### src/rtl/matrix_scan_rx.sv
// Row-scanned 8x8 matrix reader: drives one-hot rows, samples the column byte per row,
// and debounces each of the 64 bits across whole frames before publishing them on data.
module matrix_scan_rx #(
  parameter int SETTLE_CYCLES  = 16,
  parameter int DEBOUNCE_SCANS = 4
) (
  input  logic        clock,
  input  logic        reset,
  input  logic        en,
  input  logic [7:0]  column_in,
  output logic [7:0]  row,
  output logic [63:0] data,
  output logic        frame_valid,
  output logic        changed
);

  localparam int             CW          = $clog2(SETTLE_CYCLES);
  localparam logic [CW-1:0]  SETTLE_LAST = CW'(SETTLE_CYCLES - 1);
  localparam logic [3:0]     DB_LIMIT    = 4'(DEBOUNCE_SCANS);

  typedef enum logic [1:0] {IDLE, SCAN, UPDATE} state_t;

  state_t        state;
  logic [2:0]    idx;
  logic [CW-1:0] settle_cnt;
  logic [7:0]    sync1, sync2;
  logic [63:0]   raw;
  logic [3:0]    db_cnt     [64];
  logic [3:0]    db_cnt_nxt [64];
  logic [63:0]   data_nxt;
  logic          any_flip;

  // column_in is asynchronous; sync2 is the only consumer-visible copy.
  always_ff @(posedge clock or posedge reset) begin
    if (reset) begin
      sync1 <= '0;
      sync2 <= '0;
    end else begin
      sync1 <= column_in;
      sync2 <= sync1;
    end
  end

  // A bit flips only after DEBOUNCE_SCANS consecutive frames disagree with data.
  always_comb begin
    data_nxt = data;
    for (int b = 0; b < 64; b++) begin
      db_cnt_nxt[b] = '0;
      if (raw[b] != data[b]) begin
        if (db_cnt[b] + 4'd1 == DB_LIMIT) begin
          data_nxt[b] = ~data[b];
        end else begin
          db_cnt_nxt[b] = db_cnt[b] + 4'd1;
        end
      end
    end
    any_flip = |(data_nxt ^ data);
  end

  // frame_valid is a one-clock pulse with no backpressure: the consumer must take
  // data on the cycle frame_valid is high; data holds until the next pulse.
  always_ff @(posedge clock or posedge reset) begin
    if (reset) begin
      state       <= IDLE;
      idx         <= '0;
      settle_cnt  <= '0;
      row         <= '0;
      raw         <= '0;
      data        <= '0;
      frame_valid <= 1'b0;
      changed     <= 1'b0;
      for (int b = 0; b < 64; b++) db_cnt[b] <= '0;
    end else begin
      frame_valid <= 1'b0;
      changed     <= 1'b0;
      case (state)
        IDLE: begin
          row        <= '0;
          idx        <= '0;
          settle_cnt <= '0;
          if (en) begin
            state <= SCAN;
            row   <= 8'h01;
          end
        end
        SCAN: begin
          if (!en) begin
            state      <= IDLE;
            row        <= '0;
            idx        <= '0;
            settle_cnt <= '0;
          end else if (settle_cnt == SETTLE_LAST) begin
            raw[{idx, 3'b000} +: 8] <= sync2;
            settle_cnt              <= '0;
            if (idx == 3'd7) begin
              state <= UPDATE;
              row   <= '0;
              idx   <= '0;
            end else begin
              idx <= idx + 3'd1;
              row <= row << 1;
            end
          end else begin
            settle_cnt <= settle_cnt + 1'b1;
          end
        end
        UPDATE: begin
          data        <= data_nxt;
          frame_valid <= 1'b1;
          changed     <= any_flip;
          for (int b = 0; b < 64; b++) db_cnt[b] <= db_cnt_nxt[b];
          idx        <= '0;
          settle_cnt <= '0;
          if (en) begin
            state <= SCAN;
            row   <= 8'h01;
          end else begin
            state <= IDLE;
            row   <= '0;
          end
        end
        default: begin
          state <= IDLE;
          row   <= '0;
        end
      endcase
    end
  end

endmodule

### config.mk
export PLATFORM = sky130hd
export DESIGN_NAME = matrix_scan_rx
export DESIGN_NICKNAME = d
export VERILOG_FILES = /design/src/rtl/matrix_scan_rx.sv
export SDC_FILE = /design/constraint.sdc
export NUM_CORES = 1
export LEC_CHECK = 0
export ABC_AREA = 1
export BUFFER_PORTS_ARGS = -buffer_cell sky130_fd_sc_hd__buf_2
export CORE_UTILIZATION = 56
export CTS_BUF_LIST = sky130_fd_sc_hd__clkbuf_8 sky130_fd_sc_hd__clkbuf_16
export DETAILED_ROUTE_END_ITERATION = 7
export HOLD_SLACK_MARGIN = 0.1
export PLACE_DENSITY = 0.76
export SLEW_MARGIN = 25
export SYNTH_ARGS = -nofsm -noshare
export SYNTH_HDL_FRONTEND = slang
export SYNTH_SLANG_ARGS = --single-unit
### constraint.sdc
create_clock -name clock -period 10.7 [get_ports clock]
set_input_delay 0 -clock clock [delete_from_list [all_inputs] [get_ports clock]]
set_output_delay 0 -clock clock [all_outputs]
set_load 0.005 [all_outputs]
==> out/qor.txt <==
STATUS
------------------------------------------------------------------------------
Result of the run                                                    completed

SYNTH
------------------------------------------------------------------------------
Sequential-to-total area share from yosys stat                           48.8%
Total of flip-flops plus latches after synthesis                           419
Post-synthesis instance area                                         21500 um2
Synthesized netlist net count                                             2606
YS warnings                                                                  0
Number of unique standard cell types used by synthesis                      38
Number of standard cells after synthesis                                  2473
Synthesized area per cell                                             8.68 um2

GLOBAL ROUTE
------------------------------------------------------------------------------
Leftover overflow at the end of global routing                               0
First-pass GRT wire length                                            76900 um
Antenna violations before repair                                             0
Pin count of the biggest net entering global routing                       179
Vias in the first global route                                           16.4k
Global-route usage over all layers                                       24.2%

DETAILED ROUTING
------------------------------------------------------------------------------
Number of vias per cell                                                   5.38
Via Count                                                                16.8k
DRC violation count after routing                                            0
WL/cell                                                                14.6 um
Detailed router's first-iteration violation count                          848
Count of TritonRoute iterations in the first routing pass                    5
WL final                                                              45600 um
Remaining antenna violation count                                            0

TIMING
------------------------------------------------------------------------------
Final critical-path share of the clock period                            35.5%
Worst slew margin                                                        32.0%
Unrepaired setup endpoints after global routing                             no
Count of final max-slew check failures                                       0
Tightest Pin Transition                                                1.02 ns
Minimum clock period after layout                                      3.80 ns
Peak clock frequency supported by timing                               263 MHz
Setup Viol. Count Final                                                      0
Worst clock skew                                                     0.0112 ns
Fin Setup TNS                                                             0 ns
Final hold violation count                                                   0

CLOCK TREE
------------------------------------------------------------------------------
Buffer type at the clock tree root                                   clkbuf_16
# clock sinks                                                              419
Maximum buffer depth of the clock tree                                       3
# H-tree levels                                                              2
Number of buffers inserted during clock tree synthesis                      46
CTS clock-pin slew for the worst setup and hold paths                  0.06 ns
Postcts setup bufs                                                           0
CTS tree                                                                   yes
Worst-Skew Late Latency                                                0.57 ns

WORST SETUP PATH
------------------------------------------------------------------------------
Kind of end point of the critical path                                    flop
Setup crit start kind                                                     flop
Cells on worst reg2reg path                                                  8
Endpoint of the worst-slack reg-to-reg timing path                 db_cnt[136]
Crit path launch                                                      state[0]
R2r setup slk                                                          6.90 ns
Maximum net fanout on the critical path                                     94
Critical path class                                               flop to flop
Data arrival, critical path                                            4.28 ns
RR Startpoint                                                         state[0]
Worst EP required                                                     11.18 ns

LAYOUT
------------------------------------------------------------------------------
P&R area growth vs syn                                                   11.9%
FF/Latch Area                                                        10500 um2
Filler cells                                                              3074
Area occupied by multi-input gates                                    9550 um2
Layout cells sized above 1                                               8.41%
Number of nets at the end of the flow                                     2706
ANT cells                                                                    0

POWER
------------------------------------------------------------------------------
Total power after layout                                               3.26 mW
P_leak                                                                 12.5 nW
Peak supply drop                                                   0.0000977 V
Areal power density over the cells                                  136 nW/um2

PLACED DESIGN
------------------------------------------------------------------------------
Detailed-placement wirelength estimate                                29900 um
Port Buf Inserts                                                            84
Last weighted congestion value of the routability-driven placer          0.830

RUN
------------------------------------------------------------------------------
Total of max-cap violations                                                  0

HOLD PATH
------------------------------------------------------------------------------
Hold path start                                                             en
Hold Path End                                                           row[0]
Min-delay worst type                                              input pin to flop
Cells on Worst Hold Path                                                     4

DIE
------------------------------------------------------------------------------
Die ar.                                                              39100 um2
Die X-Extent                                                            198 um
Core ar.                                                             37700 um2
FP Rows                                                                     71
Initial Util                                                             57.0%
Die Height                                                              198 um
Number of I/O pins                                                          85

## cells by family after synthesis
group / Yosys count / share of synthesized area (%)
flops: 419 / 48.8
simple gates: 1109 / 21.8
mux: 54 / 2.71
compound gates: 314 / 9.14
xor+xnor: 90 / 3.67
fa+ha+maj: 122 / 7.11
buf+inv: 365 / 6.68
## synthesized netlist by cell type (all sizes together)
master	number	area, um2
ha	122	1530
o32ai	4	35.0
o21ai	117	612
nor3	2	10.0
clkinv	1	3.75
nand2	677	2550
mux2	33	372
xnor2	21	184
o31ai	30	225
buf	26	159
nor3b	6	45.0
mux2i	21	210
a21oi	10	50.1
o21a	13	97.6
a22o	24	210
nor2	162	697
clkbuf	33	124
nand3	206	1040
o22ai	108	676
a31oi	6	37.5
xor2	69	604
nand4	56	350
a32o	2	20.0
dfrtp	419	10500
inv	305	1150
## power breakdown
group | leakage (nW) | internal (mW) | switching [mW] | total (mW)
registers | 5.79 | 1.60 | 0.00929 | 1.60
clock network | 0.780 | 0.932 | 0.622 | 1.55
logic | 5.90 | 0.0222 | 0.0783 | 0.100
total | 12.5 | 2.55 | 0.709 | 3.26
## timing repair
item,4_1_cts,5_1_grt
gates resized for setup,0,0
hold buffers,19,0
hold endpoints to repair,42,0
## sequential cells by signal (all words and copies together), names as in the netlist
signal and flops:
row 8, sync1 8, frame_valid 1, raw 64, settle_cnt 4, sync2 8
idx 3, db_cnt 256, changed 1, state 2, data 64
## per-layer routing
metal / GRT usage [%] / vias up / routed length (um)
li1: - / 8356 / -
met1: 31.1 / 8036 / 20300
met2: 41.2 / 281 / 22000
met3: 3.85 / 83 / 1840
met4: 9.42 / 0 / 1410
met5: 0 / - / 0
## placed cells by master, fill, tap and decap left out, types with 10 or more instances in the layout
cell           instances
nand2_1              675
dfrtp_1              419
inv_1                308
nand3_1              205
nor2_1               153
ha_1                 122
o22ai_1              108
o21ai_0               93
buf_2                 84
xor2_1                69
nand4_1               56
clkbuf_16             47
mux2_2                33
o31ai_1               30
a22o_1                24
xnor2_1               21
mux2i_1               21
dlygate4sd3_1         19
o21ai_1               17
o21a_1                13
a21oi_1               10
clkbuf_8              10
## worst max-delay path, stage by stage, from the launching register on
cell     delay, ns
dfrtp_1       0.47
nor2_4        0.22
buf_4         0.68
buf_4         0.81
buf_4         0.88
nand2_1       0.20
inv_1         0.12
nand2_1       0.07
o21ai_0       0.14
## per-stage QoR
stage                     cells  setup slack (ns)  cell area (um2)  util (%)  hold WS (ns)
final                      3114              6.90            24000      63.8         0.288
after global routing       3114              6.63            24000      63.8         0.317
after CTS                  3114              6.97            24000      63.7         0.278
after detailed placement   3017              7.02            22300      59.3         0.109
after global placement     3017              7.11            22300      59.3        0.0981
after floorplan            2473              5.05            21500         -        0.0314
## worst max path at each step
stage	depth (start not counted)	endpoint	slack, ns
floorplan	1	changed	5.05
global placement	8	db_cnt[132]	7.11
detailed placement	6	db_cnt[250]	7.02
CTS	8	db_cnt[136]	6.97
global route	9	db_cnt[136]	6.63
finish	8	db_cnt[136]	6.90
## area by class of cell
| class | count | area share, % |
|---|---|---|
| sequential | 419 | 43.7 |
| multi-input combinational | 1689 | 39.8 |
| clock buffer | 57 | 5.47 |
| inverter | 306 | 4.84 |
| timing repair buffer | 111 | 2.88 |
| tap | 511 | 2.66 |
| clock inverter | 21 | 0.724 |
No activity file was read; power rests on OpenSTA's default activity.
